### src/rtl/bolme_birimi.sv
// Iterative RV32M restoring divider (DIV/DIVU/REM/REMU) plus its CLA adder.
// Define BOLME_ERKEN_BITIS_EN to skip the loop when |dividend| < |divisor|.

module carry_lookahead_toplayici #(
    parameter int BIT = 32
) (
    input  logic [BIT-1:0] deger1_i,
    input  logic [BIT-1:0] deger2_i,
    input  logic           elde_i,
    output logic [BIT-1:0] toplam_o,
    output logic           elde_o
);

    localparam int GRUP = BIT / 4;

    logic [BIT-1:0]  p;
    logic [BIT-1:0]  g;
    logic [BIT:0]    c;
    logic [GRUP-1:0] gg;
    logic [GRUP-1:0] gp;
    logic [GRUP:0]   gc;

    assign p = deger1_i ^ deger2_i;
    assign g = deger1_i & deger2_i;

    // 4-bit groups: lookahead between groups, short ripple inside a group
    always_comb begin
        gg = '0;
        gp = '0;
        gc = '0;
        c  = '0;
        gc[0] = elde_i;
        for (int j = 0; j < GRUP; j++) begin
            gg[j] = g[4*j+3]
                  | (p[4*j+3] & g[4*j+2])
                  | (p[4*j+3] & p[4*j+2] & g[4*j+1])
                  | (p[4*j+3] & p[4*j+2] & p[4*j+1] & g[4*j]);
            gp[j] = &p[4*j +: 4];
            gc[j+1] = gg[j] | (gp[j] & gc[j]);
        end
        for (int j = 0; j < GRUP; j++) begin
            c[4*j] = gc[j];
            for (int k = 0; k < 3; k++) begin
                c[4*j+k+1] = g[4*j+k] | (p[4*j+k] & c[4*j+k]);
            end
        end
        c[BIT] = gc[GRUP];
    end

    assign toplam_o = p ^ c[BIT-1:0];
    assign elde_o   = c[BIT];

endmodule

module bolme_birimi #(
    parameter int BIT  = 32,
    parameter int ADIM = 32
) (
    input  logic           clk_i,
    input  logic           rst_ni,
    input  logic           basla_i,
    input  logic [1:0]     islem_i,
    input  logic [BIT-1:0] deger1_i,
    input  logic [BIT-1:0] deger2_i,
    output logic [BIT-1:0] sonuc_o,
    output logic           gecerli_o,
    output logic           mesgul_o
);

    localparam int SW = $clog2(ADIM);
    localparam logic [SW-1:0] SON = SW'(ADIM - 1);
    localparam logic [SW-1:0] BIR = SW'(1);
    localparam logic [BIT-1:0] ARTI = BIT'(1);

    typedef enum logic [2:0] {
        BOSTA,
        HAZIRLA,
        HESAPLA,
        DUZELT,
        BITTI
    } durum_t;

    durum_t          durum;
    logic [1:0]      islem_r;
    logic [BIT-1:0]  deger1_r;
    logic [BIT-1:0]  deger2_r;
    logic [BIT-1:0]  bolum;
    logic [BIT-1:0]  kalan;
    logic [BIT-1:0]  bolen;
    logic [SW-1:0]   sayac;
    logic            isaret1;
    logic            isaret2;

    logic            isaretli;
    logic            kalan_islem;
    logic [BIT-1:0]  mutlak1;
    logic [BIT-1:0]  mutlak2;
    logic [BIT-1:0]  kalan_k;
    logic            ust;
    logic            sigar;
    logic            duzelt_neg;
    logic [BIT-1:0]  duzelt_x;

    logic [BIT-1:0]  top_a;
    logic [BIT-1:0]  top_b;
    logic            top_cin;
    logic [BIT-1:0]  toplam;
    logic            elde;

    assign isaretli    = ~islem_r[0];
    assign kalan_islem = islem_r[1];

    assign mutlak1 = (isaretli & deger1_r[BIT-1]) ? (~deger1_r + ARTI) : deger1_r;
    assign mutlak2 = (isaretli & deger2_r[BIT-1]) ? (~deger2_r + ARTI) : deger2_r;

    assign kalan_k = {kalan[BIT-2:0], bolum[BIT-1]};
    assign ust     = kalan[BIT-1];
    // the shifted-out bit extends the partial remainder to 33 bits
    assign sigar   = ust | elde;

    assign duzelt_neg = isaretli & (kalan_islem ? isaret1 : (isaret1 ^ isaret2));
    assign duzelt_x   = kalan_islem ? kalan : bolum;

    always_comb begin
        top_a   = '0;
        top_b   = '0;
        top_cin = 1'b0;
        case (durum)
            HESAPLA: begin
                top_a   = kalan_k;
                top_b   = ~bolen;
                top_cin = 1'b1;
            end
            DUZELT: begin
                top_a   = ~duzelt_x;
                top_b   = '0;
                top_cin = 1'b1;
            end
            default: begin
                top_a   = '0;
                top_b   = '0;
                top_cin = 1'b0;
            end
        endcase
    end

    carry_lookahead_toplayici #(
        .BIT (BIT)
    ) u_toplayici (
        .deger1_i (top_a),
        .deger2_i (top_b),
        .elde_i   (top_cin),
        .toplam_o (toplam),
        .elde_o   (elde)
    );

    always_ff @(posedge clk_i or negedge rst_ni) begin
        if (!rst_ni) begin
            durum     <= BOSTA;
            islem_r   <= '0;
            deger1_r  <= '0;
            deger2_r  <= '0;
            bolum     <= '0;
            kalan     <= '0;
            bolen     <= '0;
            sayac     <= '0;
            isaret1   <= 1'b0;
            isaret2   <= 1'b0;
            sonuc_o   <= '0;
            gecerli_o <= 1'b0;
            mesgul_o  <= 1'b0;
        end else begin
            case (durum)
                BOSTA: begin
                    if (basla_i) begin
                        islem_r  <= islem_i;
                        deger1_r <= deger1_i;
                        deger2_r <= deger2_i;
                        mesgul_o <= 1'b1;
                        durum    <= HAZIRLA;
                    end
                end
                HAZIRLA: begin
                    isaret1 <= isaretli & deger1_r[BIT-1];
                    isaret2 <= isaretli & deger2_r[BIT-1];
                    bolum   <= mutlak1;
                    bolen   <= mutlak2;
                    kalan   <= '0;
                    sayac   <= '0;
                    if (mutlak2 == '0) begin
                        sonuc_o   <= kalan_islem ? deger1_r : '1;
                        gecerli_o <= 1'b1;
                        durum     <= BITTI;
                    end
`ifdef BOLME_ERKEN_BITIS_EN
                    else if (mutlak1 < mutlak2) begin
                        bolum <= '0;
                        kalan <= mutlak1;
                        durum <= DUZELT;
                    end
`endif
                    else begin
                        durum <= HESAPLA;
                    end
                end
                HESAPLA: begin
                    bolum <= {bolum[BIT-2:0], sigar};
                    kalan <= sigar ? toplam : kalan_k;
                    sayac <= sayac + BIR;
                    if (sayac == SON) begin
                        durum <= DUZELT;
                    end
                end
                DUZELT: begin
                    sonuc_o   <= duzelt_neg ? toplam : duzelt_x;
                    gecerli_o <= 1'b1;
                    durum     <= BITTI;
                end
                BITTI: begin
                    gecerli_o <= 1'b0;
                    mesgul_o  <= 1'b0;
                    durum     <= BOSTA;
                end
                default: begin
                    gecerli_o <= 1'b0;
                    mesgul_o  <= 1'b0;
                    durum     <= BOSTA;
                end
            endcase
        end
    end

endmodule

### config.mk
export PLATFORM = sky130hd
export DESIGN_NAME = bolme_birimi
export DESIGN_NICKNAME = d
export VERILOG_FILES = /design/src/rtl/bolme_birimi.sv
export SDC_FILE = /design/constraint.sdc
export NUM_CORES = 1
export LEC_CHECK = 0
export ABC_AREA = 1
export BUFFER_PORTS_ARGS = -buffer_cell sky130_fd_sc_hd__clkbuf_2
export CORE_ASPECT_RATIO = 1.5
export CORE_MARGIN = 2
export CORE_UTILIZATION = 32
export CTS_BUF_LIST = sky130_fd_sc_hd__clkbuf_8
export DETAILED_ROUTE_END_ITERATION = 8
export PLACE_DENSITY_LB_ADDON = 0.05
export SETUP_SLACK_MARGIN = 0.15
export SKIP_CTS_REPAIR_TIMING = 1
export SLEW_MARGIN = 20
export SYNTH_ARGS = -nofsm -noshare
export SYNTH_HDL_FRONTEND = slang
export SYNTH_SLANG_ARGS = --single-unit
export TNS_END_PERCENT = 50
### constraint.sdc
create_clock -name clk_i -period 6.1 [get_ports clk_i]
set_input_delay 0.305 -clock clk_i [delete_from_list [all_inputs] [get_ports clk_i]]
set_output_delay 0.305 -clock clk_i [all_outputs]
set_load 0.03 [all_outputs]
==> flow_summary_export.csv <==
group,metric,value,unit
logic_synthesis,synth_top_cell_by_area,"dfrtp_1",
global_route,grt_pass1_wl,66900,um
run,max_cap_violations,0,
detailed_routing,drt-vias-per-instance,4.94,
timing,finalSetupTns,0,ps
critical_path,path_buf_inv,6,
critical_path,cp_top_family,"simple AND/OR/NAND/NOR gates",
global_route,grt_pass1_vias,11900,
timing,setup_viol_count_final,0,
cts,path_clk_slew,70,ps
finish,final_cell_area,0.0153,sq mm
power_and_ir_drop,p_leak,7.44,nW
global_route,grt_use_total,20.1,%
cts,cts_buffers,37,
timing,timing.hold.ws,-17.9,ps
logic_synthesis,synth_area_leaders,"dfrtp_1, nand2_1, o21ai_0",
power_and_ir_drop,vdd_drop_max,0.174,mV
hold_path,hp-class,"input pin to register",
logic_synthesis,synthTopCellsByCount,"nand2_1, dfrtp_1, o21ai_0",
placement,place_hpwl,29400,um
logic_synthesis,yosysUniqueCellTypes,54,
die,fp.dieH,250,um
cts,cts_tree,"done",
detailed_routing,vias,11900,
critical_path,arrival,5360,ps
finish,drive_above_1_share,11.9,%
critical_path,cpMostUsedCell,"nand2_1",
detailed_routing,routedWlPerCell,17.5,um
die,start_util,32.3,%
timing,fmax,204,MHz
power_and_ir_drop,power.density,578,mW/mm^2
placement,portBuffers,102,
cts,cts_sinks,206,
placement,gp_congestion,0.855,
finish,stdcell_count,2415,
critical_path,slowest_stage,"inv_2",
die,num_rows,90,
global_route,antenna_found_initial,1,
timing,hold_viol,1,
finish,nets,2014,
cts,cts_buffer_depth,3,
detailed_routing,drt-total-wl,42300,um
critical_path,critical_path.startpoint_type,"register",
logic_synthesis,synth-seq-area-share,39.9,%
logic_synthesis,synth-warning-count,0,
timing,period_needed,4900,ps
logic_synthesis,avgSynthCellArea,7.38,sq um
timing,relSlewSlack,26.6,%
detailed_routing,drt_iter0_markers,831,
logic_synthesis,synth_flop_cell,"dfrtp_1",
timing,finalClockSkew,28.4,ps
placement,dp.cells,2286,
detailed_routing,drc_errors,0,
die,die_x,168,um
die,core-area,0.0401,sq mm
die,die_area,0.0421,sq mm
critical_path,worst-path-max-fanout,32,
finish,area_growth,18.3,%
logic_synthesis,synthArstFlopShare,100,%
placement,placed_area,0.0139,sq mm
logic_synthesis,synth-seq-cells,206,
critical_path,required,6560,ps
detailed_routing,drtPass1Iterations,7,
critical_path,end_kind,"register",
critical_path,max_stage_delay,410,ps
critical_path,crit_type,"register to register",
timing,slew_viol_final,0,
global_route,grt_max_degree,81,
logic_synthesis,synth_top_area_share,39.9,%
global_route,gr-total-overflow,0,
die,pin_count,103,
timing,finalCritPeriodShare,80.4,%
logic_synthesis,netlist_area,0.0129,sq mm
outcome,status,"finished, violations left",
outcome,failed_checks,"hold timing",
timing,rsz0062_at_grt,"false",
logic_synthesis,synthesis.nets,1881,
cts,cts.htree.levels,2,
logic_synthesis,synth_edf_count,0,
logic_synthesis,synth.most_common_cell,"nand2_1",
finish,fillers,4354,
detailed_routing,ant_nets,0,
timing,worstMarginPinSlew,1100,ps
logic_synthesis,synth_cells,1752,
cts,root_buffer,"clkbuf_8",
cts,clk_latency,570,ps
[flip-flops by register name, summed over array words and instances, names as in the netlist]
name and count:
islem_r 2, durum 3, bolen 32, isaret1 1
kalan 32, sonuc_o 32, mesgul_o 1, bolum 32
sayac 5, gecerli_o 1, deger1_r 32, deger2_r 32
isaret2 1
[kinds of logic after synthesis]
| logic type | share of synthesized area, % |
|---|---|
| xor gates and xnor gates | 3.25 |
| adders and majority gates | 7.20 |
| buffers and inverters | 8.21 |
| DFF | 39.9 |
| AOI/OAI and AO/OA | 14.2 |
| muxes | 0.0871 |
| and+or+nand+nor | 27.2 |
[worst reg2reg max path: cells and delay by family (launching register included)]
family / cells / cell delay (ps)
and+or+nand+nor: 21 / 1760
buffers and inverters: 6 / 840
adders and majority gates: 4 / 1220
DFF: 1 / 390
xor gates and xnor gates: 1 / 180
AOI/OAI and AO/OA: 3 / 430
[final timing paths]
path                                     end          from  depth (start not counted)  slack, ps
worst min register to register     gecerli_o     gecerli_o                          2        470
worst max-delay path             sonuc_o[31]      durum[1]                         35       1200
worst max register to register   sonuc_o[31]      durum[1]                         35       1200
max in group asynchronous         islem_r[1]        rst_ni                          3       4330
worst min-delay path            deger1_r[18]  deger1_i[18]                          3        -20
min in group asynchronous       deger1_r[14]        rst_ni                          2        300
[metrics by stage]
stage / hold WS, ps / setup WS (ps) / power [mW] / util, %
floorplan: 9.41 / 1650 / 6.02 / -
global placement: 356 / 1180 / 7.46 / 34.6
detailed placement: 364 / 1100 / 7.49 / 34.6
CTS: -265 / 1100 / 8.93 / 36.5
global route: 19.0 / 625 / 9.73 / 38.2
finish: -17.9 / 1200 / 8.84 / 38.2
[routing by layer]
| layer | up-vias | global-route usage (%) | wire (um) |
|---|---|---|---|
| met5 | - | 0 | 0 |
| met3 | 80 | 2.54 | 1330 |
| met4 | 0 | 7.59 | 1430 |
| li1 | 5987 | - | - |
| met2 | 243 | 34.3 | 20400 |
| met1 | 5624 | 26.0 | 19100 |
[placed cells by master, fill, tap and decap left out, types with 5 or more instances in the layout]
master | Yosys | routed
clkbuf_2 | 0 | 101
nor2_1 | 158 | 155
a21oi_1 | 13 | 12
fa_1 | 24 | 24
clkinv_2 | 0 | 5
inv_1 | 157 | 159
nor2_4 | 3 | 5
xor2_1 | 42 | 42
dlygate4sd3_1 | 0 | 66
nor2_2 | 5 | 6
nand4_1 | 11 | 11
o211ai_1 | 19 | 19
ha_1 | 36 | 36
a31oi_1 | 42 | 42
xnor2_1 | 6 | 6
nand2_2 | 4 | 5
inv_2 | 17 | 20
o21ai_1 | 13 | 13
clkbuf_8 | 0 | 51
o21ai_0 | 172 | 172
nand3_1 | 136 | 136
nor3_1 | 10 | 10
nand2_1 | 511 | 510
buf_4 | 1 | 21
dfrtp_1 | 206 | 205
a211oi_1 | 20 | 20
[cell type report]
type	instances	area [sq um]	share of cell area [%]
antenna	1	2.50	0.0164
clock buffer	51	702	4.59
clock inverter	11	56.3	0.368
inverter	178	668	4.37
multi-input combinational	1273	6740	44.1
sequential	206	5160	33.7
tap	506	633	4.14
timing repair buffer	189	1340	8.75
[power breakdown]
part	internal [mW]	switching, mW
Combinational	1.57	3.33
Clock	0.742	0.637
Sequential	2.03	0.534
(Power assumes the default switching activity.)
